==> src/rtl/mc_arith_ctrl_if.sv <==
`default_nettype none
// ============================================================================
// Module   : mc_arith_ctrl_if
// Brief    : Request, unit and response signal bundle for mc_arith_ctrl.
//            master = sequencer side, slave = command source / unit cluster.
// Revision : 1.0 - initial release
// ============================================================================
interface mc_arith_ctrl_if;
  logic        req_valid;
  logic        req_ready;
  logic [1:0]  req_opcode;
  logic [3:0]  req_a;
  logic [3:0]  req_b;
  logic [1:0]  sel;
  logic [3:0]  op_a;
  logic [3:0]  op_b;
  logic [3:0]  unit_start;
  logic [3:0]  unit_done;
  logic [31:0] unit_res;
  logic        rsp_valid;
  logic        rsp_ready;
  logic [7:0]  rsp_result;
  logic [1:0]  rsp_opcode;
  logic        rsp_err;

  modport master (
    input  req_valid, req_opcode, req_a, req_b, unit_done, unit_res, rsp_ready,
    output req_ready, sel, op_a, op_b, unit_start, rsp_valid, rsp_result,
           rsp_opcode, rsp_err
  );

  modport slave (
    output req_valid, req_opcode, req_a, req_b, unit_done, unit_res, rsp_ready,
    input  req_ready, sel, op_a, op_b, unit_start, rsp_valid, rsp_result,
           rsp_opcode, rsp_err
  );
endinterface
`default_nettype wire

==> src/rtl/mc_arith_ctrl.sv <==
`default_nettype none
// ============================================================================
// Module   : mc_arith_ctrl
// Brief    : One-at-a-time sequencer for four multicycle arithmetic units:
//            route operands, pulse start, await done, return the result.
//            Optional macro MC_ARITH_CTRL_TIMEOUT_EN adds a hung-unit timeout.
// Revision : 1.0 - initial release
// ============================================================================
module mc_arith_ctrl #(
  parameter int unsigned TIMEOUT_CYCLES = 64,
  parameter int unsigned CNT_W          = 8
) (
  input  wire logic       clk,
  input  wire logic       rst,
  mc_arith_ctrl_if.master bus
);

  typedef enum logic [1:0] {
    S_IDLE  = 2'd0,
    S_ISSUE = 2'd1,
    S_WAIT  = 2'd2,
    S_RESP  = 2'd3
  } state_t;

  state_t      r_state;
  state_t      w_state_next;

  logic [1:0]  r_sel;
  logic [3:0]  r_op_a;
  logic [3:0]  r_op_b;
  logic [7:0]  r_rsp_result;
  logic [1:0]  r_rsp_opcode;

  logic        w_accept;
  logic        w_done_sel;
  logic        w_timeout;
  logic [7:0]  w_res_sel;
  logic        w_req_ready;
  logic        w_rsp_valid;
  logic [3:0]  w_unit_start;

  // Only the addressed unit's done/result is looked at; other units are mute.
  assign w_accept   = (r_state == S_IDLE) && bus.req_valid;
  assign w_done_sel = bus.unit_done[r_sel];
  assign w_res_sel  = bus.unit_res[{r_sel, 3'b000} +: 8];

  always_ff @(posedge clk or posedge rst) begin
    if (rst) begin
      r_state <= S_IDLE;
    end else begin
      r_state <= w_state_next;
    end
  end

  always_comb begin
    w_state_next = r_state;
    w_req_ready  = 1'b0;
    w_rsp_valid  = 1'b0;
    w_unit_start = 4'b0000;
    case (r_state)
      S_IDLE: begin
        w_req_ready = 1'b1;
        if (bus.req_valid) begin
          w_state_next = S_ISSUE;
        end
      end
      S_ISSUE: begin
        w_unit_start = 4'b0001 << r_sel;
        w_state_next = S_WAIT;
      end
      S_WAIT: begin
        if (w_done_sel || w_timeout) begin
          w_state_next = S_RESP;
        end
      end
      S_RESP: begin
        w_rsp_valid = 1'b1;
        if (bus.rsp_ready) begin
          w_state_next = S_IDLE;
        end
      end
      default: begin
        w_state_next = S_IDLE;
      end
    endcase
  end

  // Operand routing is frozen from one accept to the next so the demuxes
  // see stable inputs for the whole operation.
  always_ff @(posedge clk or posedge rst) begin
    if (rst) begin
      r_sel  <= 2'd0;
      r_op_a <= 4'd0;
      r_op_b <= 4'd0;
    end else if (w_accept) begin
      r_sel  <= bus.req_opcode;
      r_op_a <= bus.req_a;
      r_op_b <= bus.req_b;
    end
  end

  // A timeout loads a zero result; an honoured done always takes priority.
  always_ff @(posedge clk or posedge rst) begin
    if (rst) begin
      r_rsp_result <= 8'h00;
      r_rsp_opcode <= 2'd0;
    end else if (r_state == S_WAIT) begin
      if (w_done_sel) begin
        r_rsp_result <= w_res_sel;
        r_rsp_opcode <= r_sel;
      end else if (w_timeout) begin
        r_rsp_result <= 8'h00;
        r_rsp_opcode <= r_sel;
      end
    end
  end

`ifdef MC_ARITH_CTRL_TIMEOUT_EN
  logic [CNT_W-1:0] r_cnt;
  logic [CNT_W-1:0] w_cnt_inc;
  logic             r_rsp_err;

  assign w_cnt_inc = r_cnt + 1'b1;
  assign w_timeout = (r_state == S_WAIT) && !w_done_sel &&
                     (w_cnt_inc == CNT_W'(TIMEOUT_CYCLES));

  always_ff @(posedge clk or posedge rst) begin
    if (rst) begin
      r_cnt <= '0;
    end else if (r_state == S_ISSUE) begin
      r_cnt <= '0;
    end else if ((r_state == S_WAIT) && !w_done_sel) begin
      r_cnt <= w_cnt_inc;
    end
  end

  always_ff @(posedge clk or posedge rst) begin
    if (rst) begin
      r_rsp_err <= 1'b0;
    end else if (r_state == S_WAIT) begin
      if (w_done_sel) begin
        r_rsp_err <= 1'b0;
      end else if (w_timeout) begin
        r_rsp_err <= 1'b1;
      end
    end
  end

  assign bus.rsp_err = r_rsp_err;
`else
  assign w_timeout   = 1'b0;
  assign bus.rsp_err = 1'b0;
`endif

  assign bus.req_ready  = w_req_ready;
  assign bus.sel        = r_sel;
  assign bus.op_a       = r_op_a;
  assign bus.op_b       = r_op_b;
  assign bus.unit_start = w_unit_start;
  assign bus.rsp_valid  = w_rsp_valid;
  assign bus.rsp_result = r_rsp_result;
  assign bus.rsp_opcode = r_rsp_opcode;

endmodule
`default_nettype wire

==> src/flat_wrapper.sv <==
// flat-port wrapper written by rule: the top's interface ports become plain ports
module mc_arith_ctrl_flat 
#(
  parameter int unsigned TIMEOUT_CYCLES = 64,
  parameter int unsigned CNT_W          = 8
)
  (clk, rst, bus_req_valid, bus_req_opcode, bus_req_a, bus_req_b, bus_unit_done, bus_unit_res, bus_rsp_ready, bus_req_ready, bus_sel, bus_op_a, bus_op_b, bus_unit_start, bus_rsp_valid, bus_rsp_result, bus_rsp_opcode, bus_rsp_err);
  mc_arith_ctrl_if bus_i ();
  input  wire logic clk;
  input  wire logic rst;
  input wire logic [$bits(bus_i.req_valid)-1:0] bus_req_valid;
  input wire logic [$bits(bus_i.req_opcode)-1:0] bus_req_opcode;
  input wire logic [$bits(bus_i.req_a)-1:0] bus_req_a;
  input wire logic [$bits(bus_i.req_b)-1:0] bus_req_b;
  input wire logic [$bits(bus_i.unit_done)-1:0] bus_unit_done;
  input wire logic [$bits(bus_i.unit_res)-1:0] bus_unit_res;
  input wire logic [$bits(bus_i.rsp_ready)-1:0] bus_rsp_ready;
  output wire logic [$bits(bus_i.req_ready)-1:0] bus_req_ready;
  output wire logic [$bits(bus_i.sel)-1:0] bus_sel;
  output wire logic [$bits(bus_i.op_a)-1:0] bus_op_a;
  output wire logic [$bits(bus_i.op_b)-1:0] bus_op_b;
  output wire logic [$bits(bus_i.unit_start)-1:0] bus_unit_start;
  output wire logic [$bits(bus_i.rsp_valid)-1:0] bus_rsp_valid;
  output wire logic [$bits(bus_i.rsp_result)-1:0] bus_rsp_result;
  output wire logic [$bits(bus_i.rsp_opcode)-1:0] bus_rsp_opcode;
  output wire logic [$bits(bus_i.rsp_err)-1:0] bus_rsp_err;
  assign bus_i.req_valid = bus_req_valid;
  assign bus_i.req_opcode = bus_req_opcode;
  assign bus_i.req_a = bus_req_a;
  assign bus_i.req_b = bus_req_b;
  assign bus_i.unit_done = bus_unit_done;
  assign bus_i.unit_res = bus_unit_res;
  assign bus_i.rsp_ready = bus_rsp_ready;
  assign bus_req_ready = bus_i.req_ready;
  assign bus_sel = bus_i.sel;
  assign bus_op_a = bus_i.op_a;
  assign bus_op_b = bus_i.op_b;
  assign bus_unit_start = bus_i.unit_start;
  assign bus_rsp_valid = bus_i.rsp_valid;
  assign bus_rsp_result = bus_i.rsp_result;
  assign bus_rsp_opcode = bus_i.rsp_opcode;
  assign bus_rsp_err = bus_i.rsp_err;
  mc_arith_ctrl #(.TIMEOUT_CYCLES(TIMEOUT_CYCLES), .CNT_W(CNT_W)) u_core (.clk(clk), .rst(rst), .bus(bus_i));
endmodule
==> config.mk <==
export PLATFORM = sky130hd
export DESIGN_NAME = mc_arith_ctrl_flat
export DESIGN_NICKNAME = d
export VERILOG_FILES = /design/src/rtl/mc_arith_ctrl_if.sv /design/src/rtl/mc_arith_ctrl.sv /design/src/flat_wrapper.sv
export SDC_FILE = /design/constraint.sdc
export NUM_CORES = 1
export LEC_CHECK = 0
export CORE_MARGIN = 2
export CORE_UTILIZATION = 40
export DETAILED_ROUTE_END_ITERATION = 7
export PLACE_DENSITY = 0.92
export SLEW_MARGIN = 5
export SYNTH_ARGS = -nofsm -noshare
export SYNTH_HDL_FRONTEND = slang
export SYNTH_SLANG_ARGS = --single-unit
==> constraint.sdc <==
create_clock -name clk -period 5.4 [get_ports clk]
set_clock_uncertainty 0.15 [all_clocks]
set_input_delay 0.81 -clock clk [delete_from_list [all_inputs] [get_ports clk]]
set_output_delay 0.81 -clock clk [all_outputs]
set_load 0.05 [all_outputs]
==> impl_metrics.tcl <==
set metrics [dict create \
    status "completed" \
    whs_endpoint "u_core.bus.rsp_opcode[0]" \
    die_h_um 60.1 \
    clockPowerShare 0.092 \
    cts_root_buffer "clkbuf_4" \
    syn_area_mm2 0.00126 \
    grt_pass1_vias 1003 \
    avgViaCountPerCell 4.93 \
    start_util 0.415 \
    top_layer "met4" \
    relSlewSlack 0.479 \
    reg2regPathDepth 2 \
    drive_above_1_share 0.208 \
    grt_usage 0.170 \
    regArea_um2 551 \
    synth_cells 85 \
    drc_errors 0 \
    placed_area_mm2 0.00202 \
    path_buf_inv 1 \
    ir_worst_vdd_mv 0.329 \
    ff2ff_setup_slack_ns 3.38 \
    antenna_found_initial 0 \
    ios 77 \
    vias 1000 \
    dr.pass1.iters 4 \
    worstPathArrival_ns 2.20 \
    htreeDepth 1 \
    switching_power_mw 0.615 \
    cts_buffer_depth 2 \
    pwr-share-comb 0.653 \
    ant_nets 0 \
    max_freq_mhz 317 \
    syn-num-nets 140 \
    yosysMostFrequentCell "dfrtp_1" \
    multiInputGateArea_um2 646 \
    gp_congestion 0.789 \
    die_w_um 60.1 \
    die_area_mm2 0.00361 \
    cp_top_family "flip-flops" \
    yosys_warnings 0 \
    r2r_end "u_core.bus.rsp_result[3]" \
    rows 20 \
    drt-total-wl_um 3020 \
    clkLatencyLatePin_ns 0.29 \
    cp_max_fo 17 \
    synth.area.top_cells "dfrtp_1, mux2_2, mux4_1" \
    fin_crit_sh 0.584 \
    ys_seq_elements 22 \
    nFillCells 205 \
    final_cell_count_no_fill 203 \
    drv_slew 0 \
    seqPwrFrac 0.255 \
    leakage_nw 0.870 \
    grt_max_degree 23 \
    synth-edff-count 0 \
    p_int_mw 0.707 \
    cp_cell_sequence "and3_2, clkdlybuf4s50_1" \
    drv_cap 0 \
    overflow 0 \
    port_buffers 75 \
    path_clk_slew_ns 0.12 \
    hold_buffers 0 \
    ctsResizeCount 0 \
    syn_avg_cell_area_um2 14.8 \
    wl_met2_um 1460 \
    cts.sinks 22 \
    holdCritStartpoint "u_core.bus.rsp_opcode[0]" \
    rsz0062_at_grt "no" \
    p_sw_frac 0.465 \
    wl_met1_um 1160 \
    grt_pass1_wl_um 4510 \
    finalSetupTns_ns 0 \
    synth_flop_cell "dfrtp_1" \
    synth_top_area_frac 0.438 \
    crit_type "reg2out" \
    post-cts-setup-buffers 0 \
    tritoncts "yes" \
    hpwl_um 2480 \
    critical_path.startpoint_type "register" \
    synth.distinct_cells 25 \
    design_area_mm2 0.00207 \
    hold_depth 2 \
    synth_common_cells "dfrtp_1, mux2_2, mux2_4" \
    drt-initial-drc-count 33 \
    core_mm2 0.00303 \
    wl_per_cell_um 14.9 \
    slowest_delay_ns 0.80 \
    slowest_stage "dfrtp_1" \
    antennaDiodeCount 0 \
    hp-class "reg2reg" \
    final_net_count 215 \
    power_density_mw_per_mm2 637 \
    worst_pin_slew_ns 0.781 \
    hold_viol_final 0 \
    end_kind "output port" \
    async_flop_share 1.00 \
    cts_buffers 3 \
    required_ns 4.44 \
    ys_seq_area_frac 0.438 \
    period_needed_ns 3.16 \
    r2r_start "u_core.bus.sel[0]" \
    area_growth_pct 64.9 \
    synth_top_area_cell "dfrtp_1" \
    wl_met3_um 350 \
    placed_cells 199 \
    finalPower_mw 1.32 \
    setup_viol 0 \
]
==> placed cells by master (no fill, tap or decap) <==
cell type	count
nand2b_1	1
o22ai_1	2
nor2_1	2
mux4_2	3
and3b_2	1
nand2_1	5
o32a_1	1
mux4_1	5
mux2_1	1
nor3b_1	1
nand3_2	1
mux2_4	6
and3_2	1
nand2_4	1
inv_1	5
mux2_2	15
clkbuf_4	3
ha_1	5
dfrtp_1	22
nand2b_2	1
bufinv_16	1
clkdlybuf4s50_1	75
conb_1	1
==> worst max path at each step <==
stage | start | end | slack [ns] | cells after the start
5_1_grt | u_core.bus.sel[0] | bus_unit_start[3] | 2.12 | 2
4_1_cts | u_core.bus.sel[0] | bus_unit_start[3] | 2.22 | 2
6_report | u_core.bus.sel[0] | bus_unit_start[3] | 2.24 | 2
3_3_place_gp | u_core.bus.sel[0] | bus_unit_start[3] | 2.62 | 2
2_1_floorplan | u_core.bus.sel[1] | bus_unit_start[0] | 2.28 | 3
3_5_place_dp | u_core.bus.sel[0] | bus_unit_start[3] | 2.57 | 2
==> cells by family (layout without fill, tap and decap cells) <==
logic type / after synthesis / in the layout / synth area share
flops: 22 / 22 / 0.438
compound gates: 3 / 3 / 0.0179
fa+ha+maj: 5 / 5 / 0.0498
other cells: 1 / 1 / 0.00298
buf+inv: 10 / 84 / 0.0487
mux: 30 / 30 / 0.373
simple gates: 14 / 14 / 0.0697
==> worst register-to-register path, stage by stage (launching register included) <==
cell and delay [ns]:
dfrtp_1 0.80, mux4_1 0.66, mux2_1 0.31
==> per-layer routing <==
layer	GRT usage	vias up
met2	0.298	54
met4	0.0794	0
met1	0.178	480
met3	0.0649	4
met5	0	-
li1	-	462
==> power groups by stage <==
| stage | registers, mW | logic, mW | clock network [mW] |
|---|---|---|---|
| 6_report | 0.338 | 0.862 | 0.122 |
| 5_1_grt | 0.352 | 0.907 | 0.135 |
| 4_1_cts | 0.339 | 0.871 | 0.125 |
| 3_5_place_dp | 0.343 | 0.869 | 0 |
| 3_3_place_gp | 0.332 | 0.853 | 0 |
| 2_1_floorplan | 0.569 | 0.389 | 0 |
==> per-stage QoR <==
stage	worst slack, ns	util	hold slack, ns
after floorplan	2.28	-	0.378
after global placement	2.62	0.667	0.310
after detailed placement	2.57	0.667	0.328
after CTS	2.22	0.685	0.357
after global routing	2.12	0.685	0.374
final	2.24	0.685	0.347
==> sequential cells by signal, summed over array words and instances, names as in the netlist <==
register               flops
u_core.bus.sel             2
u_core.r_state             2
u_core.bus.op_a            4
u_core.bus.rsp_opcode      2
u_core.bus.op_b            4
u_core.bus.rsp_result      8
==> layout make-up <==
class,count,share of cell area
Timing Repair Buffer,75,0.362
Inverter,5,0.00905
Sequential cell,22,0.266
Multi-Input combinational cell,53,0.311
Clock buffer,3,0.0109
Tap cell,44,0.0266
Clock inverter,1,0.0145
No activity file was read; power rests on OpenSTA's default activity.
